===== src/rtl/shift_receiver_pkg.sv =====
// Shared types and constants for the serial-to-parallel receiver.
// SHIFT_RECEIVER_PARITY_EN appends one even-parity bit to every frame.
package shift_receiver_pkg;

    typedef enum logic [1:0] {
        IDLE = 2'd0,
        RECV = 2'd1,
        HOLD = 2'd2
    } state_t;

    localparam int DATA_W_DEFAULT = 8;

`ifdef SHIFT_RECEIVER_PARITY_EN
    localparam int PARITY_BITS = 1;
`else
    localparam int PARITY_BITS = 0;
`endif

    localparam int FRAME_LEN_DEFAULT = DATA_W_DEFAULT + PARITY_BITS;

    // XOR-fold of a zero-extended vector; zero padding does not disturb parity.
    function automatic logic xor_fold(input logic [63:0] v);
        return ^v;
    endfunction

endpackage


===== src/rtl/rx_shift_reg.sv =====
// Right-shift register: the serial bit enters at the MSB, so after DATA_W
// shifts the first bit received sits in bit 0.
module rx_shift_reg
    import shift_receiver_pkg::*;
#(
    parameter int DATA_W = DATA_W_DEFAULT
) (
    input  logic              clk,
    input  logic              clear,
    input  logic              shift_en,
    input  logic              bit_in,
    output logic [DATA_W-1:0] q
);

    // Shift storage with synchronous clear taking priority over shifting.
    always_ff @(posedge clk) begin
        if (clear) begin
            q <= {DATA_W{1'b0}};
        end else if (shift_en) begin
            q <= {bit_in, q[DATA_W-1:1]};
        end else begin
            q <= q;
        end
    end

endmodule


===== src/rtl/shift_receiver.sv =====
// Serial-to-parallel receiver, LSB first, with valid/ready word output.
// Optional even-parity bit per frame when SHIFT_RECEIVER_PARITY_EN is defined.
module shift_receiver
    import shift_receiver_pkg::*;
#(
    parameter int DATA_W = DATA_W_DEFAULT
) (
    input  logic              clk,
    input  logic              reset,
    input  logic              bit_in,
    input  logic              bit_valid,
    input  logic              start,
    output logic [DATA_W-1:0] data_out,
    output logic              out_valid,
    input  logic              out_ready,
    output logic              parity_err,
    output logic              overrun
);

    localparam int FRAME_LEN = DATA_W + PARITY_BITS;
    localparam int CNT_W     = $clog2(DATA_W + 2);

    localparam logic [CNT_W-1:0] CNT_ONE  = CNT_W'(1);
    localparam logic [CNT_W-1:0] CNT_LAST = CNT_W'(FRAME_LEN - 1);
    localparam logic [CNT_W-1:0] CNT_DATA = CNT_W'(DATA_W);

    state_t            state_r;
    logic [CNT_W-1:0]  count_r;
    logic [DATA_W-1:0] sr_s;
    logic [DATA_W-1:0] word_s;
    logic              perr_s;
    logic              shift_en_s;

    rx_shift_reg #(
        .DATA_W (DATA_W)
    ) u_shift (
        .clk      (clk),
        .clear    (reset),
        .shift_en (shift_en_s),
        .bit_in   (bit_in),
        .q        (sr_s)
    );

    // Shift on every accepted data bit; the parity bit is never stored.
    always_comb begin
        shift_en_s = 1'b0;
        if (bit_valid) begin
            case (state_r)
                IDLE:    shift_en_s = start;
                HOLD:    shift_en_s = start;
                RECV:    shift_en_s = start | (count_r < CNT_DATA);
                default: shift_en_s = 1'b0;
            endcase
        end else begin
            shift_en_s = 1'b0;
        end
    end

`ifdef SHIFT_RECEIVER_PARITY_EN
    // Last bit is parity: the data word is already complete in the register.
    always_comb begin
        word_s = sr_s;
        perr_s = xor_fold(64'({sr_s, bit_in}));
    end
`else
    logic unused_sr_lsb_s;
    assign unused_sr_lsb_s = sr_s[0];

    // Last bit is data: present the word as it will look after this shift.
    always_comb begin
        word_s = {bit_in, sr_s[DATA_W-1:1]};
        perr_s = 1'b0;
    end
`endif

    // Frame FSM, bit counter and registered output stage.
    always_ff @(posedge clk) begin
        if (reset) begin
            state_r    <= IDLE;
            count_r    <= {CNT_W{1'b0}};
            data_out   <= {DATA_W{1'b0}};
            out_valid  <= 1'b0;
            parity_err <= 1'b0;
            overrun    <= 1'b0;
        end else begin
            overrun <= 1'b0;
            case (state_r)
                IDLE: begin
                    if (bit_valid && start) begin
                        state_r <= RECV;
                        count_r <= CNT_ONE;
                    end else begin
                        state_r <= IDLE;
                    end
                end
                RECV: begin
                    if (bit_valid && start) begin
                        count_r <= CNT_ONE;
                    end else if (bit_valid) begin
                        count_r <= count_r + CNT_ONE;
                        if (count_r == CNT_LAST) begin
                            data_out   <= word_s;
                            parity_err <= perr_s;
                            out_valid  <= 1'b1;
                            state_r    <= HOLD;
                        end else begin
                            state_r <= RECV;
                        end
                    end else begin
                        state_r <= RECV;
                    end
                end
                HOLD: begin
                    // A new frame start always releases the held word; without
                    // a same-cycle handshake that word is lost.
                    if (bit_valid && start) begin
                        state_r   <= RECV;
                        count_r   <= CNT_ONE;
                        out_valid <= 1'b0;
                        overrun   <= ~out_ready;
                    end else if (out_ready) begin
                        state_r   <= IDLE;
                        out_valid <= 1'b0;
                    end else begin
                        state_r <= HOLD;
                    end
                end
                default: begin
                    state_r   <= IDLE;
                    count_r   <= {CNT_W{1'b0}};
                    out_valid <= 1'b0;
                end
            endcase
        end
    end

endmodule


===== config.mk =====
export PLATFORM = sky130hd
export DESIGN_NAME = shift_receiver
export DESIGN_NICKNAME = d
export VERILOG_FILES = /design/src/rtl/shift_receiver_pkg.sv /design/src/rtl/rx_shift_reg.sv /design/src/rtl/shift_receiver.sv
export SDC_FILE = /design/constraint.sdc
export NUM_CORES = 1
export LEC_CHECK = 0
export CORE_MARGIN = 2
export CORE_UTILIZATION = 54
export CTS_CLUSTER_DIAMETER = 60
export CTS_CLUSTER_SIZE = 24
export DETAILED_ROUTE_END_ITERATION = 6
export PLACE_DENSITY = 0.81
export RECOVER_POWER = 50
export SYNTH_ARGS = -nofsm -noshare
export SYNTH_HDL_FRONTEND = slang
export SYNTH_SLANG_ARGS = --single-unit

===== constraint.sdc =====
create_clock -name clk -period 3.1 [get_ports clk]
set_input_delay 0.465 -clock clk [delete_from_list [all_inputs] [get_ports clk]]
set_output_delay 0.465 -clock clk [all_outputs]
set_load 0.01 [all_outputs]

==> results of run 1 <==
-- stage by stage --
step | hold WS (ns) | area (sq um) | utilization [%] | power [mW]
after floorplan | 0.460 | 1000 | - | 0.338
after global placement | 0.461 | 1150 | 65.7 | 0.346
after detailed placement | 0.466 | 1150 | 65.7 | 0.347
after CTS | 0.484 | 1170 | 67.2 | 0.481
after global routing | 0.514 | 1160 | 66.5 | 0.496
final | 0.477 | 1160 | 66.5 | 0.473
-- metal layers --
metal  wire length [microns]  vias to the layer above
met5                       0                        -
met4                       0                        0
met3                      36                        0
met2                     795                        9
met1                     854                      337
li1                        -                      381
-- worst max-delay path: cells and delay by family --
family / cells / cell delay, ns
AO/OA/AOI/OAI: 1 / 0.76
multiplexers: 1 / 0.27
AND/OR/NAND/NOR: 1 / 0.06
buffers and inverters: 1 / 0.68
-- state kept, by name, summed over array words and instances (netlist names) --
| register | count |
|---|---|
| count_r | 4 |
| data_out | 8 |
| out_valid | 1 |
| overrun | 1 |
| state_r | 2 |
| u_shift.q | 7 |
-- how the worst max path moves through the flow --
| stage | from | end | slack, ns |
|---|---|---|---|
| 4_1_cts | bit_valid | data_out[6]$_SDFFE_PP0P_ | 1.27 |
| 3_5_place_dp | bit_valid | data_out[6]$_SDFFE_PP0P_ | 0.93 |
| 6_report | start | u_shift.q[7]$_SDFFE_PP0P_ | 1.06 |
| 3_3_place_gp | bit_valid | data_out[6]$_SDFFE_PP0P_ | 0.98 |
| 5_1_grt | start | u_shift.q[7]$_SDFFE_PP0P_ | 0.96 |
| 2_1_floorplan | start | data_out[2]$_SDFFE_PP0P_ | 1.67 |
-- cells by family (layout without fill, tap and decap cells) --
family / after synthesis / count (layout) / synth area share [%]
buffers and inverters: 9 / 22 / 5.24
multiplexers: 15 / 15 / 15.0
AO/OA/AOI/OAI: 16 / 16 / 13.2
AND/OR/NAND/NOR: 37 / 37 / 19.1
other: 1 / 1 / 0.374
adder cells (fa/ha/maj): 1 / 1 / 1.25
flip-flops: 23 / 23 / 45.9
-- cells in the final DEF (no fill, tap or decap), drive strengths merged --
| master | n |
|---|---|
| o211ai | 2 |
| dfxtp | 23 |
| a21oi | 2 |
| nand4b | 1 |
| nand2b | 2 |
| and3b | 1 |
| nor2b | 2 |
| nor2 | 22 |
| dlygate4sd3 | 6 |
| conb | 1 |
| o21ai | 2 |
| nor4bb | 1 |
| a221oi | 3 |
| mux2i | 15 |
| nand3 | 1 |
| and2b | 1 |
| clkdlybuf4s50 | 9 |
| o2bb2ai | 1 |
| buf | 1 |
| clkbuf | 4 |
| inv | 2 |
| nor4 | 1 |
| a2111oi | 1 |
| a22o | 2 |
| nand2 | 5 |
| a211oi | 1 |
| ha | 1 |
| a21o | 2 |
-- layout make-up --
class	instances	area, sq um	area share, %
Inverter	2	7.51	0.647
Timing Repair Buffer	16	158	13.6
Tap cell	25	31.3	2.70
Clock buffer	4	26.3	2.27
Sequential cell	23	460	39.7
Multi-Input combinational cell	70	477	41.1
-- report_power, final --
part           total [mW]  switching [mW]  internal, mW  leakage [nW]
clock               0.134          0.0839        0.0501        0.0150
sequential          0.303         0.00447         0.299         0.186
combinational      0.0353          0.0184        0.0168         0.340
==> impl_metrics.yaml, run 1 <==
timing:
  worst-slew-pin-transition_ns: 0.872
  finalHoldViolCount: 0
  relSlewSlack_pct: 41.6
  final.setup.tns_ns: 0
  fin_skew_ns: 0.0155
  period_share_pct: 66.0
  fin_crit_ns: 2.04
  rsz0062_at_grt: "false"
  fmax_mhz: 489
  slew_violations: 0
  setup_ws_ns: 1.06
  setup_viol: 0
critical_path:
  cp-start-kind: "input port"
  path_max_fanout: 9
  cp.arrival_ns: 2.23
  critical_path.cell_chain: "dlygate4sd3_1, o211ai_1, mux2i_1, nor2_1"
  worstReg2RegEnd: "u_shift.q[7]$_SDFFE_PP0P_"
  r2r_start: "state_r[0]$_SDFFE_PP0N_"
  cp-end-kind: "register"
  crit_type: "in2reg"
  reg2reg_depth: 4
  crit_slowest_cell: "o211ai_1"
  crit_required_ns: 3.29
  reg2reg_slack_ns: 1.34
  slowest_delay_ns: 0.76
logic_synthesis:
  synth_top_cell_by_area: "dfxtp_1"
  synth-seq-cells: 23
  yosysTopAreaCellShare_pct: 45.9
  synth_cell_types: 30
  yosysWarnings: 0
  yosysMostFrequentCell: "dfxtp_1"
  synth_edf_count: 0
  synth_seq_area_share_pct: 45.9
  synth_cells: 102
  async_flop_share_pct: 0
  synth_area_sq_um: 1000
  synth.avg_cell_area_sq_um: 9.84
  netlist_top_cells_count: "dfxtp_1, nor2_1, mux2i_1, nand2_1"
  synth_fp_nets: 109
  ys_top_cells_by_area: "dfxtp_1, mux2i_1, nor2_1"
  yosys_most_used_dff: "dfxtp_1"
power:
  ir_worst_vdd_mv: 0.292
  power_density_nw_per_um2: 407
  leakage_nw: 0.541
drt:
  detail_route.vias_per_cell: 5.19
  first_pass_iters: 4
  vias: 727
  drc: 0
  routedWlPerCell_microns: 12.0
  drtIter0Drc: 12
  finalWirelength_microns: 1690
  drtAntennaViolNets: 0
floorplan:
  die_w_microns: 47.1
  boundaryPins: 17
  rows: 15
  die_y_microns: 47.1
  core_sq_um: 1750
  start_util_pct: 57.5
  dieArea_sq_um: 2220
placement:
  gp_congestion: 0.806
  dp_slack_ns: 0.935
  post-place-cells: 136
  dpl.hpwl_microns: 1180
  portBuffers: 15
layout:
  fin_nets: 123
  layout.cells.non_filler: 140
  fillers: 142
  area_growth_syn_to_layout_pct: 15.6
  diodes: 0
  drive_gt1_share_pct: 6.09
cts:
  cts.root.buffer_cell: "clkbuf_4"
  postCtsResizedCells: 0
  ctsLongestPathBuffers: 2
  postCtsSetupBuffers: 0
  htreeDepth: 1
  postCtsHoldBufs: 0
  clock-sinks: 23
  clk_latency_ns: 0.31
  cts_buffers: 3
  clk_pin_slew_worst_paths_ns: 0.13
  cts_tree: "yes"
grt:
  grt_pass1_vias: 616
  antenna_found_initial: 0
  use_met2_pct: 26.6
  grt_pass1_wl_microns: 2710
  met1_usage_pct: 24.6
  grt_busiest_layer: "met2"
  met3_usage_pct: 3.46
  grt_max_degree: 25
  grt-ovfl-total: 0
  grt_usage_pct: 17.2
run_status:
  status: "completed"
min_path:
  hp-class: "reg2reg"
  hold_path_startpoint: "out_valid$_SDFFE_PP0P_"
  hold_path_end: "out_valid$_SDFFE_PP0P_"
  min_path_cells: 2
flow_run:
  cap_violations: 0
(Power assumes the default switching activity.)
==> inputs of run 2 (changes only) <==
Settings changed: CORE_UTILIZATION 54 to 45, PLACE_DENSITY 0.81 to 0.72.
Clock period 3.1 ns to 1.85 ns, I/O delays scaled along.
==> run 2 against run 1 <==
Compared with the run above:
- design area grew 2.6%
- clock-buffer cell count shrank 1
- routed wire length grew 6.5%
- via count grew 2.3%
- critical path depth grew 2
- final cell count grew 3.6%
- hold slack lost 0.0057 ns
==> impl_metrics.yaml, run 2 (synthesis results as in run 1) <==
run_status:
  status: "completed"
power:
  ir_worst_vdd_mv: 0.370
  p_comb_share_pct: 7.9
  clockPowerShare_pct: 29.3
  switching_share_pct: 24.5
  power_density_nw_per_um2: 682
  p_switching_mw: 0.199
  p_int_mw: 0.613
  leakage_nw: 0.548
  pwr-share-seq_pct: 62.8
cts:
  htreeDepth: 1
  postCtsSetupBuffers: 0
  cts_tree: "yes"
  postCtsResizedCells: 0
  cts_buffers: 3
  ctsLongestPathBuffers: 2
  cts.root.buffer_cell: "clkbuf_4"
  postCtsHoldBufs: 0
  clk_latency_ns: 0.31
  clock-sinks: 23
  clk_pin_slew_worst_paths_ns: 0.13
min_path:
  hold_path_startpoint: "out_valid$_SDFFE_PP0P_"
  hp-class: "reg2reg"
floorplan:
  rows: 17
  boundaryPins: 17
  die_w_microns: 51.2
  die_y_microns: 51.2
  dieArea_sq_um: 2620
  start_util_pct: 46.3
  core_sq_um: 2170
layout:
  final_common_cell: "dfxtp_1"
  area_growth_syn_to_layout_pct: 18.6
  fillers: 217
  diodes: 0
  reg_top3: "data_out: 8 flops, u_shift.q: 7 flops, count_r: 4 flops"
  multiInputGateArea_sq_um: 490
  drive_gt1_share_pct: 8.55
  max_flop_register: "data_out"
  largest_reg_flops: 8
  final_cell_mix: "dfxtp_1, nor2_1, mux2i_1"
  fin_nets: 125
  layout.cells.non_filler: 145
  seq_area_sq_um: 460
timing:
  setup_viol: 0
  fin_skew_ns: 0.00764
  fin_crit_ns: 1.63
  rsz0062_at_grt: "false"
  setup_ws_ns: 0.223
  period_share_pct: 87.9
  slew_violations: 0
  final.setup.tns_ns: 0
  finalHoldViolCount: 0
  fmax_mhz: 615
grt:
  grt_pass1_vias: 675
  grt_max_degree: 24
  grt_pass1_wl_microns: 2900
  grt_usage_pct: 15.1
  grt-ovfl-total: 0
  antenna_found_initial: 0
placement:
  post-place-cells: 141
  portBuffers: 15
  dp_slack_ns: 0.118
  dpl.hpwl_microns: 1240
  gp_congestion: 0.837
critical_path:
  crit_required_ns: 2.07
  crit_type: "in2reg"
  critical_path.cell_chain: "dlygate4sd3_1, clkbuf_1, a21oi_1, nor2_1, o2bb2ai_1, a22o_1"
  cp-startpoint: "start"
  crit_slowest_cell: "dlygate4sd3_1"
  path_max_fanout: 8
  cp-end-kind: "register"
  slowest_delay_ns: 0.61
  cp-start-kind: "input port"
  cp.arrival_ns: 1.84
  r2r_start: "count_r[0]$_SDFFE_PP0P_"
drt:
  drtIter0Drc: 8
  routedWlPerCell_microns: 12.4
  vias: 744
  finalWirelength_microns: 1800
  drc: 0
  detail_route.vias_per_cell: 5.13
  drtAntennaViolNets: 0
  first_pass_iters: 4
flow_run:
  cap_violations: 0
[run 2: layer usage]
metal	share of wire, %	up-vias	global-route usage [%]
li1	-	385	-
met1	50	342	19.5
met2	47	13	23.8
met3	2.5	4	2.63
met4	1.1	0	8.33
met5	0	-	0
[run 2: power groups by stage]
stage | logic [mW] | registers (mW) | clock network, mW
floorplan | 0.0505 | 0.515 | 0
global placement | 0.0649 | 0.520 | 0
detailed placement | 0.0660 | 0.520 | 0
CTS | 0.0663 | 0.509 | 0.244
global route | 0.0703 | 0.511 | 0.257
finish | 0.0643 | 0.509 | 0.238
[run 2: final timing paths]
check | to | cells after the start | slack [ns]
max reg2reg | data_out[5]$_SDFFE_PP0P_ | 5 | 0.38
max | count_r[3]$_SDFFE_PP0P_ | 6 | 0.22
min | out_valid$_SDFFE_PP0P_ | 2 | 0.47
min reg2reg | out_valid$_SDFFE_PP0P_ | 2 | 0.47
[run 2: worst max-delay path: cells and delay by family]
family / cells / cell delay (ns)
buffers and inverters: 2 / 0.95
AOI/OAI and AO/OA: 3 / 0.44
and+or+nand+nor: 1 / 0.17
[run 2: area by class of cell]
class | count | area share, %
Clock buffer | 3 | 1.89
Clock inverter | 1 | 0.421
Inverter | 2 | 0.631
Multi-Input combinational cell | 70 | 41.2
Sequential cell | 23 | 38.7
Tap cell | 28 | 2.94
Timing Repair Buffer | 18 | 14.2
[run 2: per-stage QoR]
stage          utilization (%)  hold slack [ns]  power (mW)  instance area [sq um]
2_1_floorplan                -            0.367       0.566                   1000
4_1_cts                   55.0            0.483       0.819                   1190
6_report                  54.8            0.472       0.812                   1190
3_3_place_gp              53.7            0.462       0.585                   1170
5_1_grt                   54.8            0.516       0.839                   1190
3_5_place_dp              53.7            0.464       0.586                   1170
==> inputs of run 3 (changes only) <==
Settings changed: SETUP_SLACK_MARGIN set to 0.15.
==> results of run 3 <==
Same layout as run 2: the final DEF is identical, and so are final timing and power.
